File: src/rtl/program_loader_pkg.sv
// Shared types and defaults for the instruction-memory program loader.
// Optional checksum stage is compiled in with `define PROGRAM_LOADER_CSUM_EN.
package program_loader_pkg;

    localparam int DEF_INSTR_LEN = 16;
    localparam int DEF_IADDR_LEN = 10;

    typedef enum logic [2:0] {
        S_ADDR_LO,
        S_ADDR_HI,
        S_CNT_LO,
        S_CNT_HI,
        S_DATA
`ifdef PROGRAM_LOADER_CSUM_EN
        ,
        S_CSUM
`endif
    } state_e;

    function automatic int bytes_per_word(input int bits);
        return (bits + 7) / 8;
    endfunction

endpackage

File: src/rtl/program_loader_word_assembler.sv
// Little-endian byte-to-word assembler: shifts stream bytes in and flags the
// byte that completes a word, presenting the finished word combinationally.
module program_loader_word_assembler
    import program_loader_pkg::*;
#(
    parameter int INSTR_LEN = DEF_INSTR_LEN
) (
    input  logic                 CLK,
    input  logic                 RESET_N,
    input  logic                 clr,
    input  logic                 en,
    input  logic [7:0]           din,
    output logic                 word_ready,
    output logic [INSTR_LEN-1:0] word
);

    localparam int BPW = bytes_per_word(INSTR_LEN);
    localparam int SRW = (BPW > 1) ? (BPW - 1) * 8 : 8;
    localparam int CW  = (BPW > 1) ? $clog2(BPW) : 1;
    localparam logic [CW-1:0] LAST = CW'(BPW - 1);

    logic [SRW-1:0]   sr_q, sr_d;
    logic [CW-1:0]    cnt_q, cnt_d;
    logic [BPW*8-1:0] full;

    // Only the first BPW-1 bytes need storage; the last one is taken straight from din.
    generate
        if (BPW == 1) begin : g_single
            assign full = din;
        end else begin : g_multi
            assign full = {din, sr_q};
        end
    endgenerate

    assign word = full[INSTR_LEN-1:0];

    always_comb begin
        // NOTE: every signal driven here gets a default first so no latch is inferred.
        sr_d       = sr_q;
        cnt_d      = cnt_q;
        word_ready = 1'b0;
        if (clr) begin
            sr_d  = '0;
            cnt_d = '0;
        end else if (en) begin
            sr_d = full[BPW*8-1 -: SRW];
            if (cnt_q == LAST) begin
                cnt_d      = '0;
                word_ready = 1'b1;
            end else begin
                cnt_d = cnt_q + 1'b1;
            end
        end
    end

    // NOTE: sequential state uses non-blocking assignments only.
    always_ff @(posedge CLK or negedge RESET_N) begin
        if (!RESET_N) begin
            sr_q  <= '0;
            cnt_q <= '0;
        end else begin
            sr_q  <= sr_d;
            cnt_q <= cnt_d;
        end
    end

endmodule

File: src/rtl/program_loader.sv
// Parses ADDR/CNT headers from the host byte stream and writes assembled
// instruction words into the instruction BRAM; reports loaded/err to the host.
module program_loader
    import program_loader_pkg::*;
#(
    parameter int INSTR_LEN = DEF_INSTR_LEN,
    parameter int IADDR_LEN = DEF_IADDR_LEN
) (
    input  logic                 CLK,
    input  logic                 RESET_N,
    input  logic                 load_en,
    input  logic [7:0]           din,
    input  logic                 din_valid,
    output logic                 din_rd,
    output logic                 wr_en,
    output logic [IADDR_LEN-1:0] wr_addr,
    output logic [INSTR_LEN-1:0] wr_data,
    output logic                 busy,
    output logic                 loaded,
    output logic                 err
);

    localparam logic [16:0] ADDR_SPAN = 17'(2 ** IADDR_LEN);

    state_e               state_q, state_d;
    logic [15:0]          start_q, start_d;
    logic [15:0]          cnt_q, cnt_d;
    logic [15:0]          idx_q, idx_d;
    logic [7:0]           csum_q, csum_d;
    logic                 wr_en_q, wr_en_d;
    logic [IADDR_LEN-1:0] wr_addr_q, wr_addr_d;
    logic [INSTR_LEN-1:0] wr_data_q, wr_data_d;
    logic                 busy_q, busy_d;
    logic                 loaded_q, loaded_d;
    logic                 err_q, err_d;

    logic                 asm_clr, asm_en, word_ready;
    logic [INSTR_LEN-1:0] word;
    logic [15:0]          cnt_full;
    logic [16:0]          end_addr;
    logic                 range_err;

    assign din_rd = load_en & din_valid & RESET_N;

    program_loader_word_assembler #(.INSTR_LEN(INSTR_LEN)) u_asm (
        .CLK        (CLK),
        .RESET_N    (RESET_N),
        .clr        (asm_clr),
        .en         (asm_en),
        .din        (din),
        .word_ready (word_ready),
        .word       (word)
    );

    assign cnt_full  = {din, cnt_q[7:0]};
    assign end_addr  = {1'b0, start_q} + {1'b0, cnt_full};
    assign range_err = ({1'b0, start_q} >= ADDR_SPAN) || (end_addr > ADDR_SPAN);

    always_comb begin
        state_d   = state_q;
        start_d   = start_q;
        cnt_d     = cnt_q;
        idx_d     = idx_q;
        csum_d    = csum_q;
        wr_en_d   = 1'b0;
        wr_addr_d = wr_addr_q;
        wr_data_d = wr_data_q;
        busy_d    = busy_q;
        loaded_d  = loaded_q;
        err_d     = err_q;
        asm_clr   = 1'b0;
        asm_en    = 1'b0;
        if (din_rd) begin
            csum_d = csum_q ^ din;
            unique case (state_q)
                S_ADDR_LO: begin
                    start_d  = {start_q[15:8], din};
                    csum_d   = din;
                    busy_d   = 1'b1;
                    loaded_d = 1'b0;
                    err_d    = 1'b0;
                    asm_clr  = 1'b1;
                    state_d  = S_ADDR_HI;
                end
                S_ADDR_HI: begin
                    start_d = {din, start_q[7:0]};
                    state_d = S_CNT_LO;
                end
                S_CNT_LO: begin
                    cnt_d   = {cnt_q[15:8], din};
                    state_d = S_CNT_HI;
                end
                S_CNT_HI: begin
                    cnt_d   = cnt_full;
                    idx_d   = '0;
                    err_d   = range_err;
                    state_d = S_DATA;
                    if (cnt_full == '0) begin
`ifdef PROGRAM_LOADER_CSUM_EN
                        state_d  = S_CSUM;
`else
                        state_d  = S_ADDR_LO;
                        busy_d   = 1'b0;
                        loaded_d = ~range_err;
`endif
                    end
                end
                S_DATA: begin
                    asm_en = 1'b1;
                    if (word_ready) begin
                        // A failed range check keeps the stream framed but never touches memory.
                        wr_en_d   = ~err_q;
                        wr_addr_d = IADDR_LEN'(start_q + idx_q);
                        wr_data_d = word;
                        idx_d     = idx_q + 16'd1;
                        if (idx_q == cnt_q - 16'd1) begin
`ifdef PROGRAM_LOADER_CSUM_EN
                            state_d  = S_CSUM;
`else
                            state_d  = S_ADDR_LO;
                            busy_d   = 1'b0;
                            loaded_d = ~err_q;
`endif
                        end
                    end
                end
`ifdef PROGRAM_LOADER_CSUM_EN
                S_CSUM: begin
                    state_d  = S_ADDR_LO;
                    busy_d   = 1'b0;
                    err_d    = err_q | (din != csum_q);
                    loaded_d = ~err_q & (din == csum_q);
                end
`endif
                default: state_d = S_ADDR_LO;
            endcase
        end
    end

    always_ff @(posedge CLK or negedge RESET_N) begin
        if (!RESET_N) begin
            state_q   <= S_ADDR_LO;
            start_q   <= '0;
            cnt_q     <= '0;
            idx_q     <= '0;
            csum_q    <= '0;
            wr_en_q   <= 1'b0;
            wr_addr_q <= '0;
            wr_data_q <= '0;
            busy_q    <= 1'b0;
            loaded_q  <= 1'b0;
            err_q     <= 1'b0;
        end else begin
            state_q   <= state_d;
            start_q   <= start_d;
            cnt_q     <= cnt_d;
            idx_q     <= idx_d;
            csum_q    <= csum_d;
            wr_en_q   <= wr_en_d;
            wr_addr_q <= wr_addr_d;
            wr_data_q <= wr_data_d;
            busy_q    <= busy_d;
            loaded_q  <= loaded_d;
            err_q     <= err_d;
        end
    end

    assign wr_en   = wr_en_q;
    assign wr_addr = wr_addr_q;
    assign wr_data = wr_data_q;
    assign busy    = busy_q;
    assign loaded  = loaded_q;
    assign err     = err_q;

endmodule

File: config.mk
export PLATFORM = sky130hd
export DESIGN_NAME = program_loader
export DESIGN_NICKNAME = d
export VERILOG_FILES = /design/src/rtl/program_loader_pkg.sv /design/src/rtl/program_loader_word_assembler.sv /design/src/rtl/program_loader.sv
export SDC_FILE = /design/constraint.sdc
export NUM_CORES = 1
export LEC_CHECK = 0
export ABC_AREA = 1
export BUFFER_PORTS_ARGS = -buffer_cell sky130_fd_sc_hd__buf_2
export CAP_MARGIN = 20
export CORE_ASPECT_RATIO = 0.7
export CORE_UTILIZATION = 40
export CTS_CLUSTER_DIAMETER = 100
export DETAILED_ROUTE_END_ITERATION = 12
export PLACE_DENSITY = 0.63
export SETUP_SLACK_MARGIN = 0.3
export SLEW_MARGIN = 20
export SYNTH_ARGS = -nofsm -noshare
export SYNTH_HDL_FRONTEND = slang
export SYNTH_SLANG_ARGS = --single-unit
File: constraint.sdc
create_clock -name CLK -period 3 [get_ports CLK]
set_input_delay 0.6 -clock CLK [delete_from_list [all_inputs] [get_ports CLK]]
set_output_delay 0.6 -clock CLK [all_outputs]
set_load 0.03 [all_outputs]
Yosys cells after proc, flatten, opt, wreduce, memory -nomap -nowiden
Cells that the tools add are included.

storage, ports and cells
  register bits after elaboration = 90
  output and inout bits = 31
  logic and storage cells = 85

cells by class
  add/sub/neg operators = 5
  magnitude comparators = 2
  equal/unequal tests = 8
  mux-type cells = 32
  bitwise gates (word level) = 8
  reduce and logical (&&, ||, !) cells = 16

operators with widths
  cell                                                                               number
  16-bit case mux with 2 select lines                                                3
  3-bit AND reduction                                                                7
  1-bit 2-to-1 mux                                                                   19
  16-bit by 16-bit adder with 17-bit output                                          1
  17-bit by 11-bit greater-than comparator with 1-bit output, second input constant  1
  16-bit by 1-bit adder with 16-bit output, second input constant                    1
  16-bit == test                                                                     1
  16-bit by 11-bit >= comparator with 1-bit output, second input constant            1
  16-bit zero test                                                                   1
  16-bit 2-to-1 mux                                                                  1
  8-bit 2-to-1 mux                                                                   2
  16-bit by 1-bit subtractor with 16-bit output, second input constant               1
  3-bit case mux with 5 select lines                                                 1
  10-bit adder                                                                       1
  3-bit 2-to-1 mux                                                                   3
  3-bit by 2-bit == test with 1-bit output, second input constant                    2
  1-bit inverter                                                                     6
  1-bit case mux with 3 select lines                                                 2
  2-bit nonzero test                                                                 3
  5-bit AND reduction                                                                1
  2-bit inequality test, second input constant                                       2
  3-bit by 1-bit == test with 1-bit output, second input constant                    1
  3-bit == test, second input constant                                               1
  3-bit zero test                                                                    1
  other kinds (7)                                                                    8

Logic depth before layout (Yosys ltp)
Gate-level depths: netlist of the first run.

  depth in word-level cells = 8
  mapped depth = 17
  gate-level depth less buffers = 17

Cells and area by module
Synthesis of the first run repeated with hierarchy kept, for this count alone.

unflattened totals
  cell total of the unflattened synthesis = 797
  area total of the unflattened synthesis = 5,778.0 um^2

modules (own cells, without submodules)
  module                         times used  cells an instance  area each (um^2)  sequential area each (um^2)
  program_loader                 1           748                5,340.1           2,026.9
  program_loader_word_assembler  1           49                 437.9             225.2

Least setup slack after synthesis of the first run
OpenSTA, ideal clock, no wires.

  path type = input to register
  from = in RESET_N
  to = reg idx_q[15]
  setup time = 136 ps
  arrival = 2,030 ps
  data required time = 2,864 ps
  slack = 835 ps
  stages = 11
  cell sequence = and3_1 -> o21ai_2 -> a21oi_4 -> nand2_4 -> nor2_4 -> nand2_2 -> nor2_4 -> nand2_1 -> nor2_2 -> nand2_1 -> nor3b_2

between the ends
  cells in the longest elaborated chain, start to end = 6

ends and longest elaborated chain
  item                                                               RTL line                             RTL
  start, declared                                                    program_loader.sv:10                 input logic RESET_N,
  1-bit AND (*)                                                      program_loader.sv:43                 assign din_rd = load_en & din_valid & RESET_N;
  1-bit 2-to-1 mux                                                   program_loader.sv:73                 if (din_rd) begin
  1-bit 2-to-1 mux                                                   program_loader_word_assembler.sv:45  end else if (en) begin
  1-bit 2-to-1 mux                                                   program_loader_word_assembler.sv:42  if (clr) begin
  2-bit by 1-bit inequality test with 1-bit output (no source line)  -
  3-bit AND reduction (no source line) (*)                           -
  end signal, assigned                                               program_loader.sv:157                idx_q <= idx_d;
  end, declared                                                      program_loader.sv:28                 logic [15:0] idx_q, idx_d;

Mark *: on every way between the ends. The rest lies on a longest branch, timed or not.
A chain may end at the register's enable or synchronous reset.

Final worst setup path of the first run
  from = reg cnt_q[0]
  to = reg state_q[1]

between the ends
  cells in the longest elaborated chain, start to end = 4

ends and longest elaborated chain
  item                                           RTL line               RTL
  start, declared                                program_loader.sv:27   logic [15:0] cnt_q, cnt_d;
  start signal, assigned                         program_loader.sv:156  cnt_q <= cnt_d;
  16-bit by 1-bit subtractor with 16-bit output  program_loader.sv:116  if (idx_q == cnt_q - 16'd1) begin
  16-bit == test                                 program_loader.sv:116
  2-bit inequality test (no source line)         -
  3-bit AND reduction (no source line)           -
  end signal, assigned                           program_loader.sv:154  state_q <= state_d;
  end, declared                                  program_loader.sv:25   state_e state_q, state_d;

No other way between the ends.

==> results of run 1 <==
final cells by class:
class | instances | area, sq um | area share
clock buffers | 9 | 225 | 0.0357
clock inverters | 6 | 75.1 | 0.0119
inverters | 97 | 364 | 0.0576
multi-input cells | 544 | 2880 | 0.456
flip-flops and latches | 90 | 2250 | 0.357
well taps | 185 | 231 | 0.0366
repair buffers | 52 | 288 | 0.0456
worst max path at each step:
stage                   from          to  cells after the start
finish              cnt_q[0]  state_q[1]                     15
detailed placement  cnt_q[0]         err                     16
global route        cnt_q[0]  state_q[1]                     15
CTS                 cnt_q[0]         err                     16
floorplan            RESET_N   idx_q[15]                     11
global placement      din[3]         err                     13
power groups by stage:
stage | Clock, mW | Combinational (mW) | Sequential, mW
2_1_floorplan | 0 | 2.30 | 2.38
3_3_place_gp | 0 | 3.36 | 2.21
3_5_place_dp | 0 | 3.38 | 2.21
4_1_cts | 1.18 | 3.40 | 2.19
5_1_grt | 1.23 | 3.94 | 2.27
6_report | 1.16 | 3.42 | 2.20
state kept, by name, indices dropped and copies added (netlist names):
| name | flops |
|---|---|
| idx_q | 16 |
| wr_addr | 10 |
| cnt_q | 16 |
| u_asm.cnt_q | 1 |
| state_q | 3 |
| err | 1 |
| start_q | 16 |
| busy | 1 |
| loaded | 1 |
| u_asm.sr_q | 8 |
| wr_en | 1 |
| wr_data | 16 |
metrics by stage:
stage | worst slack [ps] | cell area [sq um] | hold WS [ps] | power, mW | util
finish | 555 | 6320 | 383 | 6.78 | 0.474
detailed placement | 554 | 6010 | 459 | 5.59 | 0.451
global placement | 463 | 6010 | 460 | 5.57 | 0.451
CTS | 544 | 6310 | 385 | 6.78 | 0.474
floorplan | 835 | 5530 | 304 | 4.68 | -
global route | 334 | 6320 | 412 | 7.43 | 0.474
logic make-up after synthesis:
logic type	count (synthesis)	synth area share
AOI/OAI and AO/OA	128	0.128
xor gates and xnor gates	27	0.0427
adders and majority gates	30	0.0705
buffers and inverters	108	0.0739
DFF	90	0.407
and+or+nand+nor	359	0.278
placed cells by master, fill, tap and decap left out, types with 2 or more instances in the layout:
cell        count
a21boi_0        2
a21oi_1        32
a31oi_1         2
buf_2          41
buf_4          11
clkbuf_16       9
clkinv_1        2
clkinvlp_4      3
dfrtp_1        90
fa_1            2
ha_1           27
inv_1          94
inv_8           2
nand2_1       207
nand3_1        50
nand3_2         3
nand3b_1        7
nand4_1         5
nor2_1         68
nor2_2          4
nor2_4          2
nor3_1          4
o21ai_0        64
o21ai_1         3
o21bai_1        2
o22ai_1         9
o31ai_1         9
xnor2_1         8
xor2_1         19
what timing repair did:
item,in CTS,in global routing
resized for setup,0,2
endpoints found under the setup margin,0,1
endpoints found under the hold margin,0,0
worst max-delay path, stage by stage (launching register included):
cell,delay (ps)
dfrtp_1,440
inv_1,200
ha_1,240
nand2_1,140
nor2_1,320
nand3b_1,110
nand2_1,80
inv_1,30
nor2_1,90
nand2_1,70
nor2_1,100
nand2_1,70
nand2_1,110
nand2_1,90
nor2_1,140
o21ai_1,70
metal layers:
layer | vias to the layer above | share of wire
li1 | 2514 | -
met1 | 2245 | 0.52
met2 | 175 | 0.40
met3 | 13 | 0.073
met4 | 0 | 0.012
met5 | - | 0
==> key figures, run 1 <==
Global route
  • First-pass GRT wire length: 24100 um
  • GRT Total Usage: 0.221
  • Antenna violations before repair: 0
  • Layer with the highest usage: met1
  • Vias in the first global route: 4649
  • Gr ovfl total: 0
  • Routing usage on met2: 0.321
  • GRT met1 Usage: 0.331
  • Largest net degree at the start of global routing: 52
  • GR Util met3: 0.0434

Worst setup path
  • Reg2reg start: cnt_q[0]
  • Startpoint Class: flop
  • R2R cell count: 15
  • Capture point of the worst reg-to-reg path: state_q[1]
  • Critical path type: flop to flop
  • WP data required: ~3200 ps
  • Maximum fanout along the worst path: 7
  • Flop2flop setup slack: ~560 ps
  • Setup crit end kind: flop
  • WP data arrival: 2650 ps

Logic synthesis
  • Mapped Area: about 0.0055 sq mm
  • Asr flop ratio synth: 1.00
  • Sequential-to-total area share from yosys stat: 0.407
  • Post-synth cell types: between 40 and 50
  • Ranking of synthesized cells by area: dfrtp_1 41%, nand2_1 14%, inv_1 6.4%, ha_1 6.3%, o21ai_0 5.8%
  • Yosys top cell area share: 0.407
  • #FFs+latches synth: 90
  • Post-synth top area cell: dfrtp_1
  • Post-synth top cells: 207 x nand2_1, 94 x inv_1, 90 x dfrtp_1, 68 x nor2_1, 64 x o21ai_0
  • Primary FF master, synth: dfrtp_1
  • Avg Synthesized Cell Area: between 7 and 8 sq um
  • Post-synth EDFFs: 0
  • Synthesized Nets: ~780
  • Post-Syn Instances: ~740
  • Most frequent cell after synthesis: nand2_1
  • Warnings from Yosys: 0

Pwr
  • Internal power: between 3 and 4 mW
  • Comb pwr share: 0.504
  • Net Sw Frac: 0.470
  • Maximum vdd drop: approximately 0.35 mV
  • Clock power share: 0.171
  • P_leak: between 3 and 4 nW
  • Sw power: 3.19 mW
  • Seq pwr share: 0.325
  • Power density over the cells: about 1100 mW/mm^2

Route
  • DRC Markers: 0
  • Via count: 4947
  • Via density: approximately 5.0
  • Drt pass-1 iters: 5
  • Final antenna-violating net count: 0
  • Number of DRC markers in iteration 0: 362
  • Routed WL: between 10000 and 15000 um
  • WL/cell: ~15 um

Finish
  • Area Growth Syn to Fin: 14.1%
  • # diodes: 0
  • Final #Nets: roughly 840
  • Fillers: around 1400
  • Final Non-Filler Cells: 983
  • Ratio of cells with drive above 1 in the final layout: 0.108

Floorplan
  • Num ports: 43
  • Row count: 35
  • Die X-Extent: 143 um
  • Die height: around 100 um
  • Die area: 0.0143 sq mm
  • Core region area: 0.0133 sq mm
  • Initial Util: 0.416

Clock tree
  • Total CTS buffers: 9
  • Clock tree from TritonCTS: done
  • Hold buffer count at cts: 0
  • Clk root buf: clkbuf_16
  • Worst-Skew Late Latency: 340 ps
  • CTS sink cnt: 90
  • H-tree Lvls: 3
  • Post-CTS Setup Bufs: 0
  • Clk buf depth: 2
  • Clock transition at path regs: about 70 ps

Worst hold path
  • Hold Crit Class: primary input to asynchronous set/reset pin

Timing
  • Max Clock Skew: between 6 and 7 ps
  • Pins Over Slew Limit: 0
  • Tightest Pin Transition: about 710 ps
  • Tcrit/Tclk final: 0.815
  • Unrepaired setup endpoints after global routing: false
  • F_max: between 0.4 and 0.5 GHz
  • Final setup violation count: 0
  • Fin. Hold Viols: 0
  • Setup_tns: 0 ps
  • Slew margin rel.: 0.523
  • Post-layout min period: between 2000 and 2500 ps

Place
  • Buffers added on ports: between 40 and 50
  • DP Wirelength: approximately 11000 um
  • RD Place Congestion: about 0.90
  • Placed Cells incl. Taps: slightly below 1000

Run status
  • Status: completed

Flow run
  • Max-cap violation count: 0
Note: power is estimated with default switching activity, not from simulation.
==> run 2, diff against run 1 <==
--- a/config.mk
+++ b/config.mk
@@ -5,14 +5,14 @@
 export SDC_FILE = /design/constraint.sdc
 export NUM_CORES = 1
 export LEC_CHECK = 0
-export ABC_AREA = 1
+export ABC_AREA = 0
 export BUFFER_PORTS_ARGS = -buffer_cell sky130_fd_sc_hd__buf_2
 export CAP_MARGIN = 20
 export CORE_ASPECT_RATIO = 0.7
 export CORE_UTILIZATION = 40
 export CTS_CLUSTER_DIAMETER = 100
 export DETAILED_ROUTE_END_ITERATION = 12
-export PLACE_DENSITY = 0.63
+export PLACE_DENSITY = 0.65
 export SETUP_SLACK_MARGIN = 0.3
 export SLEW_MARGIN = 20
 export SYNTH_ARGS = -nofsm -noshare
==> constraint.sdc (replaced) <==
create_clock -name CLK -period 2.15 [get_ports CLK]
set_input_delay 0.43 -clock CLK [delete_from_list [all_inputs] [get_ports CLK]]
set_output_delay 0.43 -clock CLK [all_outputs]
set_load 0.03 [all_outputs]
==> run 2 against run 1 <==
The run now ends with negative setup slack left. Core utilization increased by 11 points. Clock skew rose by 6.6 ps. Clock-buffer cell count increased by 1. Sequential cell count stayed put. Combinational power increased by 61%. Clock power is 51% higher. Fmax down 8.5%. Design area grew 18%. Sequential share of layout area is 5.4 points lower. Highest routed layer unchanged.
==> key figures, run 2 <==
Run status
  • Status: finished with violations
  • Failing checks: negative setup slack

Worst setup path
  • WP data required: ~2400 ps
  • Critical path type: flop to flop
  • Startpoint Class: flop
  • Crit path cell chain: ha_2 > fa_2 > a21o_1 > a31o_1 > a21oi_2 > mux2i_2 > a2111oi_4 > o2111ai_2 > o22ai_1 > mux2_2
  • Maximum fanout along the worst path: 3
  • Worst path max stage delay: a little under 400 ps
  • Crit path buf inv count: 0
  • Worst path slowest cell: dfrtp_1
  • WP data arrival: a little under 3000 ps
  • Largest delay share family, worst path: compound AO/OA/AOI/OAI gates
  • Setup crit end kind: flop
  • Flop2flop setup slack: -520 ps

Route
  • Routed WL: ~16000 um
  • WL/cell: between 15 and 20 um
  • Number of DRC markers in iteration 0: between 300 and 400
  • Drt pass-1 iters: 5
  • Via density: ~5.5
  • DRC Markers: 0
  • Via count: about 4900
  • Final antenna-violating net count: 0

Global route
  • Gr ovfl total: 0
  • Antenna violations before repair: 0
  • Vias in the first global route: between 4000 and 5000
  • GRT Total Usage: 0.233
  • First-pass GRT wire length: 25000 um
  • Largest net degree at the start of global routing: 47

Floorplan
  • Initial Util: 0.420
  • Die X-Extent: 140 um
  • Core region area: between 0.01 and 0.015 sq mm
  • Die height: just under 100 um
  • Num ports: 43
  • Row count: 34
  • Die area: around 0.014 sq mm

Logic synthesis
  • Ranking of synthesized cells by area: dfrtp_1 42%, ha_1 6.6%, nand2_1 5.7%, mux2_1 4.0%, o21ai_0 3.9%
  • Post-synth top cells: 90 x dfrtp_1, 81 x nand2_1, 41 x o21ai_0, 35 x nor2_1, 28 x ha_1
  • Yosys top cell area share: 0.423
  • Warnings from Yosys: 0
  • Post-synth cell types: 58
  • Mapped Area: between 0.005 and 0.006 sq mm
  • Synthesized Nets: 598
  • #FFs+latches synth: 90
  • Post-synth EDFFs: 0
  • Sequential-to-total area share from yosys stat: 0.423
  • Asr flop ratio synth: 1.00
  • Primary FF master, synth: dfrtp_1
  • Avg Synthesized Cell Area: roughly 9.6 sq um
  • Post-Syn Instances: approximately 560
  • Most frequent cell after synthesis: dfrtp_1
  • Post-synth top area cell: dfrtp_1

Finish
  • Final Non-Filler Cells: 889
  • Most common cell after layout, fill and taps aside: buf_4
  • Fin util: 0.588
  • # diodes: 0
  • Ratio of cells with drive above 1 in the final layout: 0.378
  • Most frequent cells in the layout: 120 x buf_4, 88 x dfrtp_1, 78 x nand2_1, 41 x buf_2, 40 x o21ai_0
  • Final #Nets: roughly 760
  • Final Cell Area: 0.00745 sq mm
  • Area Growth Syn to Fin: 40.0%

Timing
  • Fin. Hold Viols: 0
  • F_max: roughly 0.37 GHz
  • Post-layout min period: 2670 ps
  • Tcrit/Tclk final: 1.24
  • Tightest Pin Transition: between 600 and 700 ps
  • Pins Over Slew Limit: 0
  • Setup_tns: -1750 ps
  • Final hold slack: ~220 ps
  • Max Clock Skew: about 13 ps
  • Unrepaired setup endpoints after global routing: true
  • Final setup violation count: 7
  • Final setup margin: -521 ps
  • Slew margin rel.: 0.594

Worst hold path
  • Hold Crit Class: primary input to asynchronous set/reset pin

Place
  • DP Wirelength: between 10000 and 15000 um
  • Placed Cells incl. Taps: 850
  • RD Place Congestion: between 0.8 and 0.9
  • Dpl cell area: 0.00655 sq mm
  • Buffers added on ports: 42
  • Setup WS pre-CTS: -561 ps

Flow run
  • Max-cap violation count: 0

Clock tree
  • Clk root buf: clkbuf_16
  • Hold buffer count at cts: 0
  • Worst-Skew Late Latency: ~350 ps
  • Total CTS buffers: 9
  • Clk buf depth: 2
  • Clock transition at path regs: approximately 70 ps
  • Clock tree from TritonCTS: done
  • H-tree Lvls: 3
  • CTS sink cnt: 90

Pwr
  • Overall power: 9.76 mW
  • Power density over the cells: about 1300 mW/mm^2
  • P_leak: about 3.6 nW
  • Maximum vdd drop: between 0.5 and 0.6 mV
## run 2: where the power goes
group / total (mW) / switching (mW) / internal, mW / leakage [nW]
registers: 2.50 / 0.374 / 2.13 / 1.20
logic: 5.51 / 2.83 / 2.68 / 2.27
clock network: 1.75 / 0.717 / 1.04 / 0.156
total: 9.76 / 3.92 / 5.85 / 3.62
## run 2: final cells by class
class | instances | area (sq um)
multi-input combinational | 429 | 3330
clock inverter | 6 | 96.3
clock buffer | 10 | 229
fill | 1068 | 5220
timing repair buffer | 174 | 1270
inverter | 18 | 67.6
tap | 162 | 203
sequential | 90 | 2250
## run 2: cell families after synthesis
group / Yosys count / share of synthesized area
buffers and inverters: 37 / 0.0275
AO/OA/AOI/OAI: 130 / 0.151
multiplexers: 43 / 0.0893
AND/OR/NAND/NOR: 184 / 0.167
XOR/XNOR: 42 / 0.0691
adder cells (fa/ha/maj): 30 / 0.0733
flip-flops: 90 / 0.423
## run 2: worst paths after layout
check                      cells after the start        from          end
max                                           10    cnt_q[0]       loaded
min                                            2     RESET_N     cnt_q[0]
max reg2reg                                   10    cnt_q[0]       loaded
min reg2reg                                    2  wr_addr[3]   wr_addr[3]
max in group asynchronous                      3     RESET_N     cnt_q[5]
min in group CLK                               2      din[7]  start_q[15]
## run 2: metal layers
metal / track usage / up-vias / share of wire
met4: 0.0676 / 0 / 0.019
li1: - / 2319 / -
met2: 0.367 / 156 / 0.46
met3: 0.0539 / 30 / 0.057
met5: 0 / - / 0
met1: 0.321 / 2387 / 0.46
## run 2: repair_timing
action                                  4_1_cts  5_1_grt
buffers inserted                              9       13
resized for setup                            30       47
endpoints found under the setup margin       11       35
pin swaps                                    18       34
gates cloned                                  0        1
==> run 3, diff against run 2 <==
--- a/config.mk
+++ b/config.mk
@@ -6,13 +6,13 @@
 export NUM_CORES = 1
 export LEC_CHECK = 0
 export ABC_AREA = 0
-export BUFFER_PORTS_ARGS = -buffer_cell sky130_fd_sc_hd__buf_2
 export CAP_MARGIN = 20
 export CORE_ASPECT_RATIO = 0.7
 export CORE_UTILIZATION = 40
 export CTS_CLUSTER_DIAMETER = 100
 export DETAILED_ROUTE_END_ITERATION = 12
-export PLACE_DENSITY = 0.65
+export DONT_BUFFER_PORTS = 1
+export PLACE_DENSITY = 0.62
 export SETUP_SLACK_MARGIN = 0.3
 export SLEW_MARGIN = 20
 export SYNTH_ARGS = -nofsm -noshare
==> run 3 against run 2 <==
The run ends with negative hold slack, negative setup slack left. Clock skew is 2.5 ps lower. Via count decreased by 7.3%. Wire length shrank 6.2%. Register-to-register slack improved by 40 ps. Fmax grew 1.5%. Die area unchanged. First-iteration DRC count is 23% lower. Total power fell by 7.3%. Sequential cell count did not move. Sequential share of layout area increased by 2.1 points. Cell count shrank 7.5%. Clock-buffer cell count fell by 1. Largest cell class unchanged. Highest routed layer unchanged.
==> key figures, run 3 (same netlist as run 2, synthesis figures left out) <==
Timing
  • Final hold slack: -227 ps
  • Tcrit/Tclk final: 1.22
  • Final setup violation count: 6
  • Tightest Pin Transition: 450 ps
  • Final setup margin: -481 ps
  • Post-layout min period: between 2000 and 3000 ps
  • Max Clock Skew: between 10 and 15 ps
  • Slew margin rel.: 0.700
  • Fin. Hold Viols: 90
  • F_max: between 0.3 and 0.4 GHz
  • Pins Over Slew Limit: 0
  • Unrepaired setup endpoints after global routing: true

Floorplan
  • Core region area: about 0.013 sq mm
  • Num ports: 43
  • Die height: 98.5 um
  • Initial Util: 0.420
  • Die X-Extent: 140 um
  • Row count: 34
  • Die area: about 0.014 sq mm

Worst hold path
  • Hold Crit Class: primary input to asynchronous set/reset pin

Worst setup path
  • Reg2reg start: start_q[0]
  • Setup crit end kind: flop
  • Flop2flop setup slack: -480 ps
  • Crit path cell chain: ha_2 > fa_2 > a21o_1 > a31o_1 > a21oi_2 > mux2i_2 > a2111oi_4 > o2111ai_2 > o22ai_1 > mux2_2
  • Critical Path End: loaded
  • R2R cell count: 10
  • Worst Setup SP: start_q[0]
  • Maximum fanout along the worst path: 3
  • WP data required: 2390 ps
  • Worst path max stage delay: approximately 390 ps
  • Critical path type: flop to flop
  • Startpoint Class: flop
  • Capture point of the worst reg-to-reg path: loaded
  • Worst path slowest cell: dfrtp_1
  • WP data arrival: between 2000 and 3000 ps

Clock tree
  • Clk root buf: clkbuf_16
  • Worst-Skew Late Latency: approximately 360 ps
  • CTS sink cnt: 90
  • Clock transition at path regs: roughly 70 ps
  • H-tree Lvls: 3
  • Total CTS buffers: 9
  • Clk buf depth: 2
  • Clock tree from TritonCTS: done

Global route
  • Antenna violations before repair: 0
  • First-pass GRT wire length: 23800 um
  • Vias in the first global route: 4490
  • GRT Total Usage: 0.223
  • Largest net degree at the start of global routing: 92
  • Gr ovfl total: 0

Finish
  • Ratio of cells with drive above 1 in the final layout: 0.306
  • Sequential cell area: approximately 0.0023 sq mm
  • Fillers: ~1100
  • Area Growth Syn to Fin: 31.1%
  • Fin util: 0.550
  • Most frequent cells in the layout: 90 x buf_4, 88 x dfrtp_1, 79 x nand2_1, 41 x o21ai_0, 30 x nor2_1
  • # diodes: 0
  • Most common cell after layout, fill and taps aside: buf_4
  • Final #Nets: between 600 and 700
  • Area of the multi-input gates: roughly 0.0033 sq mm

Route
  • Routed WL: between 10000 and 15000 um
  • Final antenna-violating net count: 0
  • Number of DRC markers in iteration 0: roughly 280
  • Via density: around 5.5
  • DRC Markers: 0
  • Via count: 4536
  • Drt pass-1 iters: 5
  • WL/cell: approximately 18 um

Flow run
  • Max-cap violation count: 0

Place
  • Buffers added on ports: 0
  • RD Place Congestion: between 0.8 and 0.9
  • DP Wirelength: about 10000 um

Run status
  • Status: finished with violations
  • Failing checks: negative hold slack, negative setup slack

Pwr
  • P_leak: 3.27 nW
  • Power density over the cells: roughly 1300 mW/mm^2
  • Maximum vdd drop: about 0.57 mV
## run 3: worst min-delay path by stage
stage	to	slack (ps)	depth (start not counted)
6_report	cnt_q[1]	-230	0
5_1_grt	idx_q[9]	-240	0
4_1_cts	idx_q[7]	-230	0
3_5_place_dp	wr_en	140	0
3_3_place_gp	wr_en	140	0
2_1_floorplan	busy	130	0
## run 3: final cells by class
| class | count | area share |
|---|---|---|
| well taps | 162 | 0.0290 |
| inverters | 18 | 0.00968 |
| repair buffers | 107 | 0.129 |
| clock buffers | 9 | 0.0323 |
| flip-flops and latches | 90 | 0.323 |
| clock inverters | 7 | 0.0100 |
| multi-input cells | 429 | 0.467 |
## run 3: what timing repair did
action | 4_1_cts | 5_1_grt
gates cloned | 0 | 1
gates resized for setup | 42 | 28
setup buffers | 8 | 9
hold endpoints to repair | 90 | 90
pin swaps | 27 | 24
setup endpoints to repair | 19 | 37
## run 3: report_power, final
part,internal (mW),leakage (nW),switching [mW]
Sequential,2.13,1.20,0.464
Clock,0.817,0.142,0.757
Combinational,2.44,1.93,2.45
## run 3: per-layer routing
metal | routed length (um) | up-vias | GRT usage | part of all wire
li1 | - | 2179 | - | -
met5 | 0 | - | 0 | 0
met2 | 6590 | 109 | 0.334 | 0.44
met3 | 758 | 12 | 0.0466 | 0.051
met1 | 7440 | 2236 | 0.329 | 0.50
met4 | 123 | 0 | 0.0549 | 0.0082
## run 3: stage by stage
stage	instances	setup TNS (ps)	worst slack [ps]	instance area, sq um	power (mW)
6_report	822	-1660	-481	6980	9.05
5_1_grt	822	-2540	-595	6980	9.67
4_1_cts	812	-1510	-435	6760	8.78
3_5_place_dp	788	-1880	-596	6200	6.87
3_3_place_gp	788	-1570	-598	6200	6.75
2_1_floorplan	556	-769	-340	5400	5.19
## run 3: critical path: cells and delay by family, from the launching register on
kind / cells / cell delay (ps)
muxes: 2 / 560
adders and majority gates: 2 / 580
DFF: 1 / 390
AOI/OAI and AO/OA: 6 / 990
